==> src/rtl/sprite_layer_mux.sv <==
// sprite_layer_mux: per-pixel sprite compositor for the VGA colour path.
// Picks the highest-priority enabled, visible sprite each pixel and drives a
// registered colour/visibility/id pair. Enable, blink and priority controls
// are shadowed and only take effect at frame_start, so a frame never changes
// its look half-way down the screen. Also reports per-pixel and per-frame
// sprite collisions and runs a frame-counted blink phase.
module sprite_layer_mux #(
   parameter int                 NUM_SPRITES  = 4,
   parameter int                 COLOR_W      = 24,
   parameter int                 BLINK_FRAMES = 16,
   parameter logic [COLOR_W-1:0] BG_COLOR     = 24'h000000
) (
   input  logic                             clk,
   input  logic                             rst,
   input  logic                             frame_start,
   input  logic [NUM_SPRITES*COLOR_W-1:0]   sprite_rgb,
   input  logic [NUM_SPRITES-1:0]           sprite_vis,
   input  logic [NUM_SPRITES-1:0]           enable_mask,
   input  logic [NUM_SPRITES-1:0]           blink_mask,
   input  logic                             prio_rev,
   output logic                             visible,
   output logic [COLOR_W-1:0]               rgb,
   output logic [$clog2(NUM_SPRITES)-1:0]   hit_id,
   output logic                             collision,
   output logic                             collision_frame,
   output logic                             blink_phase
);

   localparam int ID_W = $clog2(NUM_SPRITES);
   // A single-frame blink period still needs a one-bit counter to exist.
   localparam int FC_W = (BLINK_FRAMES > 1) ? $clog2(BLINK_FRAMES) : 1;
   localparam logic [FC_W-1:0] FC_LAST = FC_W'(BLINK_FRAMES - 1);

   // Frame-synchronous control state
   logic [NUM_SPRITES-1:0] r_en_s;
   logic [NUM_SPRITES-1:0] r_bl_s;
   logic                   r_rev_s;
   logic [FC_W-1:0]        r_fc;
   logic                   r_blink_phase;
   logic                   r_coll_live;
   logic                   r_collision_frame;

   // Output register stage
   logic                   r_visible_p1;
   logic [COLOR_W-1:0]     r_rgb_p1;
   logic [ID_W-1:0]        r_hit_id_p1;
   logic                   r_collision_p1;

   // Combinational per-pixel results
   logic [NUM_SPRITES-1:0] w_eff;
   logic                   w_any;
   logic [ID_W-1:0]        w_hit;
   logic [COLOR_W-1:0]     w_rgb;
   logic                   w_seen;
   logic                   w_coll;

   // A sprite counts only if present, enabled and not in its blinked-off half.
   assign w_eff = sprite_vis & r_en_s & ~(r_bl_s & {NUM_SPRITES{r_blink_phase}});

   // Winner select: scan so that the highest-priority hit is assigned last.
   always_comb begin
      w_any = 1'b0;
      w_hit = '0;
      w_rgb = BG_COLOR;
      if (!r_rev_s) begin
         for (int i = NUM_SPRITES - 1; i >= 0; i--) begin
            if (w_eff[i]) begin
               w_any = 1'b1;
               w_hit = ID_W'(i);
               w_rgb = sprite_rgb[i*COLOR_W +: COLOR_W];
            end
         end
      end else begin
         for (int i = 0; i < NUM_SPRITES; i++) begin
            if (w_eff[i]) begin
               w_any = 1'b1;
               w_hit = ID_W'(i);
               w_rgb = sprite_rgb[i*COLOR_W +: COLOR_W];
            end
         end
      end
   end

   // Collision detect: a second effective sprite seen means popcount >= 2.
   always_comb begin
      w_seen = 1'b0;
      w_coll = 1'b0;
      for (int i = 0; i < NUM_SPRITES; i++) begin
         if (w_eff[i]) begin
            if (w_seen) w_coll = 1'b1;
            w_seen = 1'b1;
         end
      end
   end

   // Output stage: register the composited pixel one clock after its inputs.
   always_ff @(posedge clk) begin
      if (rst) begin
         r_visible_p1   <= 1'b0;
         r_rgb_p1       <= '0;
         r_hit_id_p1    <= '0;
         r_collision_p1 <= 1'b0;
      end else begin
         r_visible_p1   <= w_any;
         r_rgb_p1       <= w_rgb;
         r_hit_id_p1    <= w_hit;
         r_collision_p1 <= w_coll;
      end
   end

   // Shadow controls and blink counter advance only on frame_start.
   always_ff @(posedge clk) begin
      if (rst) begin
         r_en_s        <= '0;
         r_bl_s        <= '0;
         r_rev_s       <= 1'b0;
         r_fc          <= '0;
         r_blink_phase <= 1'b0;
      end else if (frame_start) begin
         r_en_s  <= enable_mask;
         r_bl_s  <= blink_mask;
         r_rev_s <= prio_rev;
         if (r_fc == FC_LAST) begin
            r_fc          <= '0;
            r_blink_phase <= ~r_blink_phase;
         end else begin
            r_fc <= r_fc + 1'b1;
         end
      end
   end

   // Collision history: gather during the frame, publish at frame_start.
   always_ff @(posedge clk) begin
      if (rst) begin
         r_coll_live       <= 1'b0;
         r_collision_frame <= 1'b0;
      end else if (frame_start) begin
         r_collision_frame <= r_coll_live | w_coll;
         r_coll_live       <= 1'b0;
      end else if (w_coll) begin
         r_coll_live <= 1'b1;
      end
   end

   assign visible         = r_visible_p1;
   assign rgb             = r_rgb_p1;
   assign hit_id          = r_hit_id_p1;
   assign collision       = r_collision_p1;
   assign collision_frame = r_collision_frame;
   assign blink_phase     = r_blink_phase;

endmodule

==> config.mk <==
export PLATFORM = sky130hd
export DESIGN_NAME = sprite_layer_mux
export DESIGN_NICKNAME = d
export VERILOG_FILES = /design/src/rtl/sprite_layer_mux.sv
export SDC_FILE = /design/constraint.sdc
export NUM_CORES = 1
export LEC_CHECK = 0
export CAP_MARGIN = 20
export CORE_ASPECT_RATIO = 0.7
export CORE_MARGIN = 3
export CORE_UTILIZATION = 45
export CTS_CLUSTER_SIZE = 30
export DETAILED_ROUTE_END_ITERATION = 8
export PLACE_DENSITY = 0.91
export SYNTH_ARGS = -nofsm -noshare
export SYNTH_HDL_FRONTEND = slang
export SYNTH_SLANG_ARGS = --single-unit
==> constraint.sdc <==
create_clock -name clk -period 4.27 [get_ports clk]
set_input_delay 0.854 -clock clk [delete_from_list [all_inputs] [get_ports clk]]
set_output_delay 0.854 -clock clk [all_outputs]
set_load 0.005 [all_outputs]
# Word level (Yosys, flattened, before mapping)
# Cells that the tools add are included.
# W data, S select, Z words.
# word_totals
reg_bits	44
latch_bits	0
mem_bits_rw	0
romBits	0
in_bits	112
wordCells	54
n_memories	0
# classes
add_sub_neg	1
n_mul	0
n_div	0
n_lt_le_gt_ge	0
eq_ne	1
n_shift	0
n_mux	33
bitwise	6
n_reduce_logical	2
# op_table
cell	n
$mux W24	9
$mux W1	16
$mux W2	7
$and A4 B4 Y4	3
$add A4 B1 Y4 const B	1
$eq A4 B4 Y1 const B	1
$mux W4	1
$not A4 Y4	1
$reduce_and A2 Y1	1
$reduce_or A2 Y1	1
$not A1 Y1	1
$or A1 B1 Y1	1

# Logic depth before layout (Yosys ltp)
# Gate-level depths: netlist (run 1).
# depth
word_depth	11
depth_mapped	9
ltp_nobuf	5

# Worst setup path before layout (run 1)
# Ideal clock, no wire load.
# synth_timing
path_type	input to register
startpoint	in sprite_vis[1]
endpoint	reg r_collision_frame, in the netlist collision_frame
setup_ns	0.134
t_arrival_ns	1.869
required_time_ns	4.136
slack_ns	2.267
cell_stages	6
path_cell_list	and2_1 buf_2 and2_4 maj3_2 a211oi_2 a211oi_1
# synth_via
elab_chain_len	8
# synth_lines
item	line_no	text
start, declared	17	input logic [NUM_SPRITES-1:0] sprite_vis,
$and A4 B4 Y4 * (2 in a row)	58	assign w_eff = sprite_vis & r_en_s & ~(r_bl_s & {NUM_SPRITES{r_blink_phase}});
$mux W1	89	if (w_eff[i]) begin
$mux W1	90	if (w_seen) w_coll = 1'b1;
$mux W1	89	
$mux W1	90	
$mux W1 *	89	
$or A1 B1 Y1 *	138	r_collision_frame <= r_coll_live | w_coll;
end signal, assigned	138	
end, declared	41	logic r_collision_frame;
# Mark *: on every way between the ends. The rest lies on a longest branch, timed or not.
# A chain may end at the register's enable or synchronous reset.

# Final worst setup path (run 1)
# layout_timing
startpoint	in sprite_vis[0]
endpoint	reg r_rgb_p1[8], in the netlist rgb[8]
# layout_via
elab_chain_len	7
# layout_lines
item	line_no	text
$and A4 B4 Y4 * (2 in a row)	58	
$mux W24 (4 in a row)	75	if (w_eff[i]) begin
$mux W24 *	65	if (!r_rev_s) begin
end signal, assigned	105	r_rgb_p1 <= w_rgb;
end, declared	45	logic [COLOR_W-1:0] r_rgb_p1;
# Marked as above.

==> run metrics, run 1 <==
outcome=finished, final reports clean; initial antenna violation count=0; # port buffers=141; M1 wire length=4843 µm; vias in the first global route=3829; max_slew headroom=15.71%; Max Cap Viol=0; f_max=0.3646 GHz; Setup Buffers After CTS=0; synthesis warning total=0; Worst-Margin Slew=1.264 ns; DRT Wirelength=11950 µm; Antenna Nets Post-Route=0; post_cts resized=0; critical path data required time=4.54 ns; Root Driver=clkbuf_8; Commonest cells post-synth=nand2_1, a21oi_1, dfxtp_1, nand3_1; most numerous cell in the Yosys netlist=nand2_1; clock buffer depth=2; drc violations=0; post-route minimum period=2.743 ns; HPWL reported at the end of detailed placement=8010 µm; Simple-Gate Fraction of Synth Area=25.37%; top cells by area, synth=dfxtp_1, a21oi_1, o2111ai_1, nand2_1, a22oi_1; first-pass GRT wire length=19030 µm; hold crit path type=reg -> reg; sequential fraction of the synthesis area=27.86%; DR pass1 iterations=5; syn nets=537; TritonCTS clock tree=built; leakage=1.576 nW; Clock transition at path regs=0.10 ns; peak supply drop=0.1267 mV; worst skew pair latency=0.31 ns; clk sink count=44; Area growth, synth to finish=45.43%; Rows=24; Place WS=1.271 ns; crit path DAT=3.01 ns; multiplexer share of the synthesized area=3.522%; crit-path max FO=29; met3 WL post-DR=1379 µm; largest net degree at the start of global routing=53; Compound-Gate Fraction of Synth Area=34.19%; layout cells sized above 1=5.263%; final RePlAce weighted congestion=0.9265; Final #Nets=644; 1st-iter DRT viols=383; area leader, netlist=dfxtp_1; routed wl met2=5414 µm; Gate Count Post-Synth=424; CTS buffer count=5; Die Width=106.2 µm; Post-Synth XOR/XNOR Area=0.5540%; synthesis-stage register bit count=44; antenna cell count=0; Top Metal Used=met4; CP startpoint kind=input port; Post-synth EDFFs=0; Synth Area in Adders=0.7519%; RSZ-0062 raised after global routing=no; core area=6516 µm²; Top FF cell, synth=dfxtp_1; setup_tns=0 ns; Yosys top cell area share=27.86%; max-slew violation count=0; IO Pins=142; average wire per standard cell=19.18 µm; final worst slack=1.527 ns; Vias/cell=6.291; Netlist cell types=37; die area=8084 µm²; fin crit share=64.24%; Die Y=76.13 µm; H-tree levels=2; synthesized area=3162 µm²; final hold vios=0; Tot GR Track Use=28.44%; setup violators final=0; Crit Path Class=in -> reg; Mapped Avg Cell Area=7.457 µm²; Via Count=3919; Final Skew=0.008870 ns; P per Cell Area=242.8 nW/µm²; Hold Buf Count CTS=0; Starting Density=48.52%; largest family of logic cells by synthesized area=compound AO/OA/AOI/OAI gates; CP Capture Type=register; fraction of registers with async set or reset after synthesis=0%; global route overflow=0
-- flip-flops by register name (all words and copies together) (netlist names) --
name	flops
rgb	24
r_bl_s	4
r_en_s	4
r_fc	4
hit_id	2
blink_phase	1
collision	1
collision_frame	1
r_coll_live	1
r_rev_s	1
visible	1
-- metrics by stage --
| stage | hold slack, ns | instance area [µm²] | total power [mW] | std cells | utilization (%) |
|---|---|---|---|---|---|
| 5_1_grt | 0.5263 | 4598 | 1.162 | 623 | 70.56 |
| 3_3_place_gp | 0.4658 | 4483 | 0.7653 | 615 | 68.80 |
| 6_report | 0.4957 | 4598 | 1.116 | 623 | 70.56 |
| 3_5_place_dp | 0.4749 | 4483 | 0.7733 | 615 | 68.80 |
| 4_1_cts | 0.4976 | 4598 | 1.116 | 623 | 70.56 |
| 2_1_floorplan | 0.4515 | 3162 | 0.5945 | 424 | - |
-- cells in the final DEF (no fill, tap or decap), types with 2 or more instances in the layout --
master           instances
a31oi_1                 24
and2_4                   2
a21o_1                   2
and2_1                   2
o2111ai_1               24
nand3_1                 26
and3_1                  24
nor2b_1                 24
dfxtp_1                 43
nor2_1                  16
buf_4                    5
nor3_1                   3
nand2_2                  3
nand2_1                 55
clkdlybuf4s50_1        140
clkbuf_8                 5
xor2_1                   2
a21oi_1                 54
mux2i_1                 10
a22oi_1                 24
o21a_1                  24
-- layout make-up --
| class | count | area, µm² |
|---|---|---|
| fill | 543 | 1918 |
| timing repair buffer | 146 | 1444 |
| tap | 91 | 113.9 |
| clock inverter | 3 | 46.29 |
| sequential | 44 | 882.1 |
| clock buffer | 5 | 68.82 |
| multi-input combinational | 334 | 2043 |
-- worst max-delay path, cell delays in order --
cell             delay, ns
clkdlybuf4s50_1       0.46
nand2_1               0.10
a21oi_4               0.62
buf_4                 0.40
a31oi_1               0.14
o2111ai_1             0.27
o21a_1                0.16
-- layer usage --
metal	vias up	track usage, %
li1	1784	-
met1	1781	37.31
met2	317	44.88
met3	37	6.774
met4	0	11.25
met5	-	0
-- cell families (layout without fill, tap and decap cells) --
group           Yosys count  in the layout
simple gates            160            160
flops                    44             44
mux                      11             11
fa+ha+maj                 2              2
compound gates          159            159
buf+inv                  46            154
xor+xnor                  2              2
-- final timing paths --
path                                       end                     start  slack, ns  cells after the start
setup / recovery             rgb[8]$_SDFF_PP0_             sprite_vis[0]       1.53                      7
hold / removal          r_en_s[2]$_SDFFE_PP0P_    r_en_s[2]$_SDFFE_PP0P_       0.50                      2
setup reg to reg  collision_frame$_SDFFE_PP0P_  blink_phase$_SDFFE_PP0P_       1.70                      5
hold reg to reg         r_en_s[2]$_SDFFE_PP0P_    r_en_s[2]$_SDFFE_PP0P_       0.50                      2
-- power by group --
group | internal (mW) | switching (mW) | total [mW]
Combinational | 0.183 | 0.130 | 0.313
Sequential | 0.437 | 0.0214 | 0.458
Clock | 0.177 | 0.169 | 0.345
No activity file was read; power rests on OpenSTA's default activity.
==> inputs of run 2 (changes only) <==
Settings changed: CORE_UTILIZATION 45 to 43, PLACE_DENSITY 0.91 to 0.87.
Clock period 4.27 ns to 2.6 ns, I/O delays scaled along.
==> run 2 against run 1 <==
  * Total power grew 62%
  * Critical path depth shrank 1
  * Global-route usage shrank 1.4 points
  * Clock-buffer cell count grew 1
  * Hold slack worse by 0.0023 ns
==> run metrics, run 2 (synthesis gave the netlist of run 1 again) <==
outcome=finished, final reports clean; final RePlAce weighted congestion=0.8277 (-11%); Clock transition at path regs=0.09 ns (about the same); layout cells sized above 1=6.998% (+1.7 points); most frequent cells in the layout=clkdlybuf4s50_1, nand2_1, a21oi_1; leakage=1.632 nW (+3.6%); 1st-iter DRT viols=409 (+6.8%); Final Util=67.35% (-3.2 points); clock share of power=29.7% (-1.2 points); dpl cells=629 (+2.3%); largest net degree at the start of global routing=53 (unchanged); TritonCTS clock tree=built; antenna cell count=0 (unchanged); Final Skew=0.01064 ns (+0.001773 ns); Die Y=77.75 µm (+2.1%); setup violators final=0 (unchanged); Worst path most repeated cell=nand2_2; slowest stage delay, CP=0.48 ns (-0.14 ns); Max Cap Viol=0 (unchanged); post_cts resized=0 (unchanged); Net Sw Frac=27.63% (-1.0 points); critical path data required time=2.79 ns (-1.75 ns); CP startpoint kind=register; average wire per standard cell=18.43 µm (-3.9%); Area growth, synth to finish=47.92%; global route overflow=0 (unchanged); f_max=0.4688 GHz; IO Pins=142 (unchanged); Via Count=3895 (-0.61%); Hold Buf Count CTS=0 (unchanged); Comb pwr share=28.8% (+0.7 points); Die Width=108.5 µm (+2.2%); max_slew headroom=36.15% (+20 points); Setup Buffers After CTS=0 (unchanged); Rows=25 (+4.2%); # port buffers=141 (unchanged); clock buffer depth=2 (unchanged); Root Driver=clkbuf_8; CP Capture Type=register; first-pass GRT wire length=18430 µm (-3.2%); Largest register FFs=24 (unchanged); Vias/cell=6.115 (-2.8%); H-tree levels=2 (unchanged); worst skew pair latency=0.30 ns (about the same); DRT Wirelength=11740 µm (-1.7%); initial antenna violation count=0 (unchanged); final hold vios=0 (unchanged); CP Cell Sequence=buf_4, nand2_2, nand2_2, a31oi_1, o2111ai_1, o21a_1; Tot GR Track Use=27.09% (-1.4 points); fin crit share=82.04%; post-route minimum period=2.133 ns; Antenna Nets Post-Route=0 (unchanged); Worst-Margin Slew=0.9578 ns (-0.3066 ns); die area=8435 µm² (+4.3%); peak supply drop=0.2342 mV (+85%); HPWL reported at the end of detailed placement=8116 µm (+1.3%); P per Cell Area=387.3 nW/µm² (+60%); hold crit path type=reg -> reg; crit path DAT=2.33 ns (-0.68 ns); Starting Density=45.53% (-3.0 points); vias in the first global route=3808 (-0.55%); Crit Path Class=reg -> reg; crit-path max FO=26 (-10%); P_int=1.311 mW (+65%); drc violations=0 (unchanged); core area=6944 µm² (+6.6%); RSZ-0062 raised after global routing=no; Sw Pwr=500.5 µW (+56%); slowest CP cell=nand2_2; Final #Nets=655 (+1.7%); CTS buffer count=5 (unchanged); DR pass1 iterations=7 (+2); clk sink count=44 (unchanged); Seq pwr share=41.4% (+0.4 points); setup_tns=0 ns (unchanged); max-slew violation count=0 (unchanged); Non-Filler Instances=637 (+2.2%); commonest non-fill, non-tap cell in the layout=clkdlybuf4s50_1
-- run 2: path summary, 6_finish.rpt --
kind | from | cells after the start | end | slack [ns]
worst max-delay path | blink_phase$_SDFFE_PP0P_ | 6 | rgb[23]$_SDFF_PP0_ | 0.47
worst min-delay path | collision_frame$_SDFFE_PP0P_ | 2 | collision_frame$_SDFFE_PP0P_ | 0.49
worst max register to register | blink_phase$_SDFFE_PP0P_ | 6 | rgb[23]$_SDFF_PP0_ | 0.47
worst min register to register | collision_frame$_SDFFE_PP0P_ | 2 | collision_frame$_SDFFE_PP0P_ | 0.49
-- run 2: per-stage QoR --
step	hold WS (ns)	total power [mW]	setup slack [ns]	instance area (µm²)
after detailed placement	0.4825	1.277	0.3015	4569
after global placement	0.4649	1.269	0.3520	4569
after global routing	0.5324	1.889	0.3695	4677
final	0.4934	1.811	0.4670	4677
after CTS	0.5017	1.809	0.5215	4677
after floorplan	0.4515	0.9763	0.9314	3162
-- run 2: final cells by class --
| type | instances | area [µm²] |
|---|---|---|
| clock inverters | 2 | 35.03 |
| fillers | 553 | 2267 |
| well taps | 94 | 117.6 |
| flip-flops and latches | 44 | 882.1 |
| multi-input cells | 334 | 2043 |
| repair buffers | 157 | 1526 |
| clock buffers | 6 | 72.57 |
-- run 2: power by group through the flow --
stage	clock network (mW)	registers [mW]	logic (mW)
after floorplan	0	0.752	0.225
after global placement	0	0.766	0.503
after detailed placement	0	0.765	0.513
after CTS	0.542	0.750	0.516
after global routing	0.573	0.756	0.560
final	0.538	0.751	0.523
-- run 2: critical path, delay by kind of cell (launching register included) --
family,cells,cell delay (ns)
AOI/OAI and AO/OA,3,0.68
buffers and inverters,1,0.18
DFF,1,0.30
and+or+nand+nor,2,0.87
-- run 2: per-layer routing --
metal	up-vias	global-route usage (%)	wire [µm]
met1	1794	36.28	4840
li1	1800	-	-
met5	-	0	0
met3	21	7.731	1426
met2	280	42.11	5290
met4	0	8.197	181
==> inputs of run 3 (changes only) <==
Settings changed: CORE_UTILIZATION 43 to 38, PLACE_DENSITY 0.87 to 0.82.
Clock period 2.6 ns to 1.7 ns, I/O delays scaled along.
==> run 3 against run 2 <==
  * Combinational power grew 71%
  * Largest power group unchanged
  * Flip-flop and latch count did not move
  * Sequential power increased by 52%
  * Sequential share of layout area fell by 1.4 points
  * Critical path type is now in -> reg
  * Clock skew down 0.0060 ns
  * Highest routed layer unchanged
  * Total power is 68% higher
  * Die area is 12% higher
  * Register-to-register slack got worse by 0.32 ns
  * Non-clock buffer count is 21 higher
  * Via count grew 4.4%
  * Global-route usage fell by 1.8 points
  * Setup slack worse by 0.42 ns
==> run metrics, run 3 (synthesis gave the netlist of run 1 again) <==
critical path data required time=1.85 ns (-0.94 ns); max-slew violation count=0 (unchanged); CP Capture Type=register; busiest grt layer=met2; Clock transition at path regs=0.07 ns (-0.02 ns); Final Skew=0.004638 ns (-0.006005 ns); Largest register FFs=24 (unchanged); Final #Nets=676 (+3.2%); Antenna Nets Post-Route=0 (unchanged); HPWL reported at the end of detailed placement=8993 µm (+11%); IO Pins=142 (unchanged); CP startpoint kind=input port; core area=7973 µm² (+15%); GRT met1 Usage=34.33% (-2.0 points); M2 GR Usage=39.90% (-2.2 points); Tot GR Track Use=25.26% (-1.8 points); Root Driver=clkbuf_16; peak supply drop=0.4764 mV (+100%); fin crit share=96.95%; average wire per standard cell=18.61 µm (+0.97%); largest net degree at the start of global routing=45 (-15%); Worst-Margin Slew=0.4993 ns (-0.4585 ns); H-tree levels=2 (unchanged); clock buffer depth=2 (unchanged); setup_tns=0 ns (unchanged); most frequent cells in the layout=clkdlybuf4s50_1, nand2_1, a21oi_1; final RePlAce weighted congestion=0.8849 (+6.9%); 1st-iter DRT viols=613 (+50%); Starting Density=39.66% (-5.9 points); drc violations=0 (unchanged); max_slew headroom=66.71% (+31 points); hold endpoint=collision_frame$_SDFFE_PP0P_; worst setup path startpoint=sprite_vis[1]; outcome=finished, final reports clean; Crit Path Class=in -> reg; R2R Path End=collision_frame$_SDFFE_PP0P_; global route overflow=0 (unchanged); Vias/cell=6.117 (about the same); filler instances=666 (+20%); vias in the first global route=3957 (+3.9%); worst skew pair latency=0.28 ns (-0.02 ns); Via Count=4068 (+4.4%); clk sink count=44 (unchanged); Die Width=115.0 µm (+6.0%); GR Util met3=6.409% (-1.3 points); hold depth=2 (unchanged); crit path DAT=1.80 ns (-0.53 ns); antenna cell count=0 (unchanged); R2R cell count=5 (-1); f_max=0.6068 GHz; total power=3.046 mW (+68%); P per Cell Area=603.1 nW/µm² (+56%); reg2reg setup slack=0.15 ns (-0.32 ns); RSZ-0062 raised after global routing=no; commonest non-fill, non-tap cell in the layout=clkdlybuf4s50_1; setup violators final=0 (unchanged); final hold slack=0.4905 ns (-0.002891 ns); Area growth, synth to finish=59.75%; crit-path max FO=4 (-85%); die area=9468 µm² (+12%); RR Startpoint=r_bl_s[1]$_SDFFE_PP0P_; Hold Path Origin=collision_frame$_SDFFE_PP0P_; Hold Buf Count CTS=0 (unchanged); Max Cap Viol=0 (unchanged); Place WS=-0.2888 ns (-0.5903 ns); DR pass1 iterations=6 (-1); Die Y=82.32 µm (+5.9%); # port buffers=141 (unchanged); TritonCTS clock tree=built; initial antenna violation count=0 (unchanged); final worst slack=0.05189 ns (-0.4151 ns); DRT Wirelength=12370 µm (+5.4%); layout cells sized above 1=11.17% (+4.2 points); final hold vios=0 (unchanged); hold crit path type=reg -> reg; post-route minimum period=1.648 ns; first-pass GRT wire length=19320 µm (+4.8%); leakage=1.791 nW (+9.8%); Rows=27 (+8.0%); CTS buffer count=5 (unchanged)
-- run 3: cell count changes in the layout (fill, tap and decap cells not counted), sizes merged --
| cell | previous run | this run |
|---|---|---|
| buf | 17 | 37 |
| bufinv | 1 | 0 |
| clkbuf | 6 | 7 |
| clkinv | 1 | 0 |
| clkinvlp | 0 | 2 |
-- run 3: through the flow --
stage                     utilization, %  cells  cell area (µm²)
after global placement             60.28    653             4806
after floorplan                        -    424             3162
after detailed placement           60.28    653             4806
after global routing               63.36    665             5051
after CTS                          62.21    661             4960
final                              63.36    665             5051
-- run 3: final cells by class --
type	instances	area [µm²]	share of cell area (%)
multi-input combinational	334	2053	40.65
timing repair buffer	178	1834	36.31
sequential	44	883.3	17.49
clock buffer	6	138.9	2.750
tap	101	126.4	2.502
clock inverter	2	15.01	0.2973
-- run 3: worst max-delay path by stage --
stage / endpoint / slack (ns) / cells past startpoint
CTS: rgb[6]$_SDFF_PP0_ / -0.005 / 7
finish: collision_frame$_SDFFE_PP0P_ / 0.05 / 6
detailed placement: rgb[6]$_SDFF_PP0_ / -0.29 / 7
global route: rgb[10]$_SDFF_PP0_ / 0.0009 / 8
floorplan: collision_frame$_SDFFE_PP0P_ / 0.21 / 6
global placement: rgb[6]$_SDFF_PP0_ / -0.22 / 7
-- run 3: metal layers --
layer,share of wire (%),up-vias
met5,0,-
li1,-,1853
met4,1.2,0
met2,44,325
met1,43,1852
met3,12,38
-- run 3: worst max-delay path: stages --
cell and delay (ns):
clkdlybuf4s50_1 0.39, and2_2 0.23, and2_4 0.17, maj3_2 0.31, a211oi_2 0.24, a211oi_1 0.10
-- run 3: where the power goes --
| group | leakage (nW) | internal, mW | total (mW) | switching, mW |
|---|---|---|---|---|
| registers | 0.362 | 1.10 | 1.14 | 0.0392 |
| logic | 1.36 | 0.532 | 0.895 | 0.362 |
| clock network | 0.0691 | 0.586 | 1.02 | 0.430 |
| total | 1.79 | 2.22 | 3.05 | 0.831 |
-- run 3: repair_timing --
action	CTS	global route
endpoints found under the setup margin	1	25
gates resized for setup	0	16
gates cloned	0	1
pin swaps	0	1
setup buffers	0	3
